$ cat src/rtl/cursor_ctrl.sv
// cursor_ctrl: turns raw direction/press buttons into a registered cursor
// position, one-hot row/column selects and a single-cycle toggle strobe.
// Buttons and setup pass through 2-flop synchronizers; a held direction
// steps once, then auto-repeats after REPEAT_DELAY cycles every REPEAT_RATE.
// Optional feature: define CURSOR_WRAP_EN to wrap the cursor at grid edges;
// left undefined, the cursor saturates at the edges.
module cursor_ctrl #(
   parameter int ROWS         = 16,
   parameter int COLS         = 16,
   parameter int REPEAT_DELAY = 25000000,
   parameter int REPEAT_RATE  = 6250000
) (
   input  logic                    clk,
   input  logic                    reset,
   input  logic                    setup,
   input  logic                    up,
   input  logic                    down,
   input  logic                    left,
   input  logic                    right,
   input  logic                    press,
   output logic [$clog2(ROWS)-1:0] cursor_row,
   output logic [$clog2(COLS)-1:0] cursor_col,
   output logic [ROWS-1:0]         row_sel,
   output logic [COLS-1:0]         col_sel,
   output logic                    toggle,
   output logic [1:0]              dbg_state
);

   localparam int RW      = $clog2(ROWS);
   localparam int CLW     = $clog2(COLS);
   localparam int RPT_MAX = (REPEAT_DELAY > REPEAT_RATE) ? REPEAT_DELAY : REPEAT_RATE;
   localparam int CW      = $clog2(RPT_MAX);

   localparam logic [CW-1:0]   DELAY_LAST = CW'(REPEAT_DELAY - 1);
   localparam logic [CW-1:0]   RATE_LAST  = CW'(REPEAT_RATE - 1);
   localparam logic [RW-1:0]   ROW_LAST   = RW'(ROWS - 1);
   localparam logic [CLW-1:0]  COL_LAST   = CLW'(COLS - 1);
   localparam logic [ROWS-1:0] ROW_ONE    = ROWS'(1);
   localparam logic [COLS-1:0] COL_ONE    = COLS'(1);

`ifdef CURSOR_WRAP_EN
   localparam bit WRAP = 1'b1;
`else
   localparam bit WRAP = 1'b0;
`endif

   typedef enum logic [1:0] {
      IDLE   = 2'd0,
      DELAY  = 2'd1,
      REPEAT = 2'd2
   } state_t;

   state_t          state_q, state_d;
   logic [CW-1:0]   cnt_q, cnt_d;
   logic [5:0]      sync1_q, sync2_q;   // {setup, press, up, down, left, right}
   logic            press_prev_q;
   logic [RW-1:0]   row_q, row_d;
   logic [CLW-1:0]  col_q, col_d;
   logic [ROWS-1:0] row_sel_q, row_sel_d;
   logic [COLS-1:0] col_sel_q, col_sel_d;
   logic            toggle_q, toggle_d;

   logic setup_s, press_s, up_s, down_s, left_s, right_s;
   logic any_dir, press_edge, step;

   assign {setup_s, press_s, up_s, down_s, left_s, right_s} = sync2_q;
   assign any_dir    = up_s | down_s | left_s | right_s;
   assign press_edge = press_s & ~press_prev_q;

   // State register: synchronizers, edge flop, FSM, counter, cursor and outputs.
   always_ff @(posedge clk or negedge reset) begin
      if (!reset) begin
         sync1_q      <= '0;
         sync2_q      <= '0;
         press_prev_q <= 1'b0;
         state_q      <= IDLE;
         cnt_q        <= '0;
         row_q        <= '0;
         col_q        <= '0;
         row_sel_q    <= '0;
         col_sel_q    <= '0;
         toggle_q     <= 1'b0;
      end else begin
         sync1_q      <= {setup, press, up, down, left, right};
         sync2_q      <= sync1_q;
         press_prev_q <= press_s;
         state_q      <= state_d;
         cnt_q        <= cnt_d;
         row_q        <= row_d;
         col_q        <= col_d;
         row_sel_q    <= row_sel_d;
         col_sel_q    <= col_sel_d;
         toggle_q     <= toggle_d;
      end
   end

   // Next state: move FSM, press/step arbitration, cursor update and select decode.
   always_comb begin
      state_d  = state_q;
      cnt_d    = cnt_q;
      row_d    = row_q;
      col_d    = col_q;
      toggle_d = 1'b0;
      step     = 1'b0;

      if (!setup_s) begin
         state_d = IDLE;
         cnt_d   = '0;
      end else begin
         case (state_q)
            IDLE: begin
               if (any_dir) begin
                  step    = 1'b1;
                  cnt_d   = '0;
                  state_d = DELAY;
               end
            end
            DELAY: begin
               if (!any_dir) begin
                  state_d = IDLE;
                  cnt_d   = '0;
               end else if (cnt_q == DELAY_LAST) begin
                  step    = 1'b1;
                  cnt_d   = '0;
                  state_d = REPEAT;
               end else begin
                  cnt_d = cnt_q + CW'(1);
               end
            end
            REPEAT: begin
               if (!any_dir) begin
                  state_d = IDLE;
                  cnt_d   = '0;
               end else if (cnt_q == RATE_LAST) begin
                  step  = 1'b1;
                  cnt_d = '0;
               end else begin
                  cnt_d = cnt_q + CW'(1);
               end
            end
            default: begin
               state_d = IDLE;
               cnt_d   = '0;
            end
         endcase

         // A toggle wins over a step so the strobe sees a stable select;
         // freezing FSM and counter retries the step next cycle.
         if (press_edge) begin
            toggle_d = 1'b1;
            if (step) begin
               step    = 1'b0;
               state_d = state_q;
               cnt_d   = cnt_q;
            end
         end
      end

      if (step) begin
         if (up_s) begin
            if (row_q != '0)      row_d = row_q - RW'(1);
            else if (WRAP)        row_d = ROW_LAST;
         end else if (down_s) begin
            if (row_q != ROW_LAST) row_d = row_q + RW'(1);
            else if (WRAP)         row_d = '0;
         end else if (left_s) begin
            if (col_q != '0)      col_d = col_q - CLW'(1);
            else if (WRAP)        col_d = COL_LAST;
         end else begin
            if (col_q != COL_LAST) col_d = col_q + CLW'(1);
            else if (WRAP)         col_d = '0;
         end
      end

      row_sel_d = setup_s ? (ROW_ONE << row_d) : '0;
      col_sel_d = setup_s ? (COL_ONE << col_d) : '0;
   end

   assign cursor_row = row_q;
   assign cursor_col = col_q;
   assign row_sel    = row_sel_q;
   assign col_sel    = col_sel_q;
   assign toggle     = toggle_q;
   assign dbg_state  = state_q;

endmodule

$ cat config.mk
export PLATFORM = sky130hd
export DESIGN_NAME = cursor_ctrl
export DESIGN_NICKNAME = d
export VERILOG_FILES = /design/src/rtl/cursor_ctrl.sv
export SDC_FILE = /design/constraint.sdc
export NUM_CORES = 1
export LEC_CHECK = 0
export ABC_AREA = 1
export BUFFER_PORTS_ARGS = -buffer_cell sky130_fd_sc_hd__buf_2
export CAP_MARGIN = 20
export CORE_MARGIN = 2
export CORE_UTILIZATION = 50
export DETAILED_ROUTE_END_ITERATION = 16
export PLACE_DENSITY = 0.72
export SLEW_MARGIN = 20
export SYNTH_ARGS = -nofsm -noshare
export SYNTH_HDL_FRONTEND = slang
export SYNTH_SLANG_ARGS = --single-unit
$ cat constraint.sdc
create_clock -name clk -period 2 [get_ports clk]
set_clock_uncertainty 0.2 [all_clocks]
set_input_delay 0.1 -clock clk [delete_from_list [all_inputs] [get_ports clk]]
set_output_delay 0.1 -clock clk [all_outputs]
set_load 0.05 [all_outputs]
==> flow_metrics.env <==
export IMPL_slowest_delay_ns=0.37
export IMPL_path_delay_family="simple AND/OR/NAND/NOR gates"
export IMPL_setup_viol=67
export IMPL_die_height_um=102.0
export IMPL_io_buffers=50
export IMPL_io_pins=51
export IMPL_ir_drop_mv=0.5842
export IMPL_relSlewSlack_pct=73.63
export IMPL_fmax_ghz=0.4275
export IMPL_tightest_slew_ns=0.3955
export IMPL_rows=35
export IMPL_clk_latency_ns=0.36
export IMPL_worst_slack_ns=-0.3393
export IMPL_violations="negative setup slack"
export IMPL_drive_gt1_share_pct=37.23
export IMPL_grt_pass1_wl_um=24250
export IMPL_clk_pin_slew_ns=0.09
export IMPL_final_nets=859
export IMPL_gr_total_overflow=0
export IMPL_place_congestion=1.029
export IMPL_most_common_layout_cells="nand2_1, buf_4, inv_1"
export IMPL_syn_num_nets=681
export IMPL_ys_seq_area_share_pct=42.24
export IMPL_postSynthCellCount=663
export IMPL_insertedDiodeCount=0
export IMPL_drt_first_pass_iters=5
export IMPL_avgViaCountPerCell=5.479
export IMPL_cts_sinks=81
export IMPL_htreeDepth=3
export IMPL_cp_max_fo=7
export IMPL_cpMostUsedCell="nand2_1"
export IMPL_clockBufferDepth=2
export IMPL_hold_class="in2async"
export IMPL_die_w_um=102.0
export IMPL_final_setup_tns_ns=-17.54
export IMPL_ys_ff_latch=81
export IMPL_pre_cts_ws_ns=-0.2319
export IMPL_critical_path_cell_count=15
export IMPL_slowest_stage="dfrtp_1"
export IMPL_post_dp_hpwl_um=10590
export IMPL_grt_pass1_vias=5088
export IMPL_slew_viol_final=0
export IMPL_r2r_start="cnt_q[0]"
export IMPL_cts_made_buffers=9
export IMPL_num_vias=5342
export IMPL_r2r_end="cnt_q[23]"
export IMPL_ant_nets=0
export IMPL_arrival_ns=2.38
export IMPL_critPathKind="reg2reg"
export IMPL_power_density_nw_per_um2=1072
export IMPL_ff2ff_setup_slack_ns=-0.34
export IMPL_crit_buf_inv=3
export IMPL_drv_cap=0
export IMPL_fin_crit_ns=2.339
export IMPL_startpoint="cnt_q[0]"
export IMPL_synth_warnings=0
export IMPL_path_cells="ha_2, nand2_2, nor2_4, nand2_1, nor2_1, nand2_1, nand2_1, nand3_2, nand2_4, buf_4, nand3_4, nand2_8, buf_12, clkbuf_16, o21ai_0"
export IMPL_post_route_period_util_pct=117.0
export IMPL_hold_violations=0
export IMPL_track_usage_pct=29.93
export IMPL_initial_core_util_pct=51.68
export IMPL_worst_r2r_cell_count=15
export IMPL_synth_area_um2=4798
export IMPL_grt_max_degree=36
export IMPL_first_iter_violations=393
export IMPL_status="finished, violations left"
export IMPL_area_growth_pct=48.01
export IMPL_worstPathRequired_ns=2.05
export IMPL_cp_start_kind="flip-flop"
export IMPL_antenna_found_initial=0
export IMPL_cts_root_buf="clkbuf_8"
export IMPL_endpoint_kind="flip-flop"
export IMPL_crit_end="cnt_q[23]"
export IMPL_ys_types=32
export IMPL_design_core_area_um2=9284
export IMPL_p_leak_uw=0.003443
export IMPL_detail_route_wl_per_cell_um=16.45
export IMPL_drc=0
export IMPL_final_common_cell="nand2_1"
export IMPL_rsz0062_at_grt="true"
export IMPL_cts_tree="yes"
export IMPL_postSynthAreaPerCell_um2=7.237
export IMPL_postRouteWirelength_um=16040
export IMPL_die_area_um2=10400
==> area by class of cell <==
class	count	area [µm²]
inverters	87	340.3
well taps	129	161.4
flip-flops and latches	81	2038
clock inverters	5	81.33
clock buffers	11	131.4
repair buffers	187	1509
fillers	685	2182
multi-input cells	475	2840
==> where the power goes <==
group / internal, µW / leakage (µW) / switching, µW
combinational: 1470 / 0.00227 / 2770
sequential: 1840 / 0.00107 / 202
clock: 705 / 0.000104 / 623
total: 4020 / 0.00344 / 3590
==> cells in the mapped netlist, drive strengths merged <==
cell / n / share of area [%]
nor2: 90 / 7.5
nand3: 86 / 9.4
a31oi: 2 / 0.26
o221ai: 1 / 0.18
buf: 13 / 1.8
o2111ai: 2 / 0.37
nand4: 27 / 3.5
inv: 85 / 6.6
a21oi: 11 / 1.1
clkbuf: 7 / 0.55
o211ai: 1 / 0.16
xnor2: 2 / 0.37
nor3: 16 / 1.9
clkinv: 2 / 0.16
xor2: 13 / 2.4
nand2: 171 / 14
o21ai: 41 / 4.3
nand3b: 2 / 0.31
ha: 10 / 2.6
dfrtp: 81 / 42
==> worst min-delay path by stage <==
stage | depth (start not counted) | slack (ns) | start | to
2_1_floorplan | 0 | -0.40 | reset | cnt_q[0]
3_3_place_gp | 1 | -0.15 | reset | row_sel[11]
3_5_place_dp | 1 | -0.15 | reset | row_sel[3]
4_1_cts | 2 | 0.01 | reset | row_sel[11]
5_1_grt | 2 | 0.04 | reset | row_sel[11]
6_report | 2 | 0.005 | reset | row_sel[11]
==> flip-flops by register name, indices dropped and copies added, names as in the netlist, 2 cells and up <==
name,flops
cnt_q,25
row_sel,16
cursor_col,4
sync2_q,6
col_sel,16
dbg_state,2
sync1_q,6
cursor_row,4
==> logic make-up after synthesis <==
group	share of synthesized area (%)
simple gates	36.90
compound gates	6.388
buf+inv	9.127
flops	42.24
fa+ha+maj	2.608
xor+xnor	2.738
==> routing by layer <==
metal | track usage [%] | share of wire, % | vias up
li1 | - | - | 2494
met1 | 33.64 | 38 | 2547
met2 | 54.30 | 52 | 229
met3 | 5.267 | 5.1 | 72
met4 | 15.18 | 5.4 | 0
met5 | 0 | 0 | -
==> through the flow <==
stage	utilization, %	total power, µW	cell area, µm²	hold WS, ns	std cells
3_3_place_gp	65.86	5161	6115	-0.1504	934
2_1_floorplan	-	4216	4901	-0.3956	663
5_1_grt	76.50	7988	7102	0.04016	975
4_1_cts	71.70	6906	6656	0.01308	962
3_5_place_dp	65.86	5234	6115	-0.1488	934
6_report	76.50	7615	7102	0.005454	975
==> repair_timing <==
action / 4_1_cts / 5_1_grt
resized for setup: 52 / 79
endpoints found under the setup margin: 66 / 67
hold buffers: 7 / 0
cloned: 1 / 3
setup buffers: 4 / 10
endpoints found under the hold margin: 87 / 0
pin swaps: 31 / 24
No activity file was read; power rests on OpenSTA's default activity.
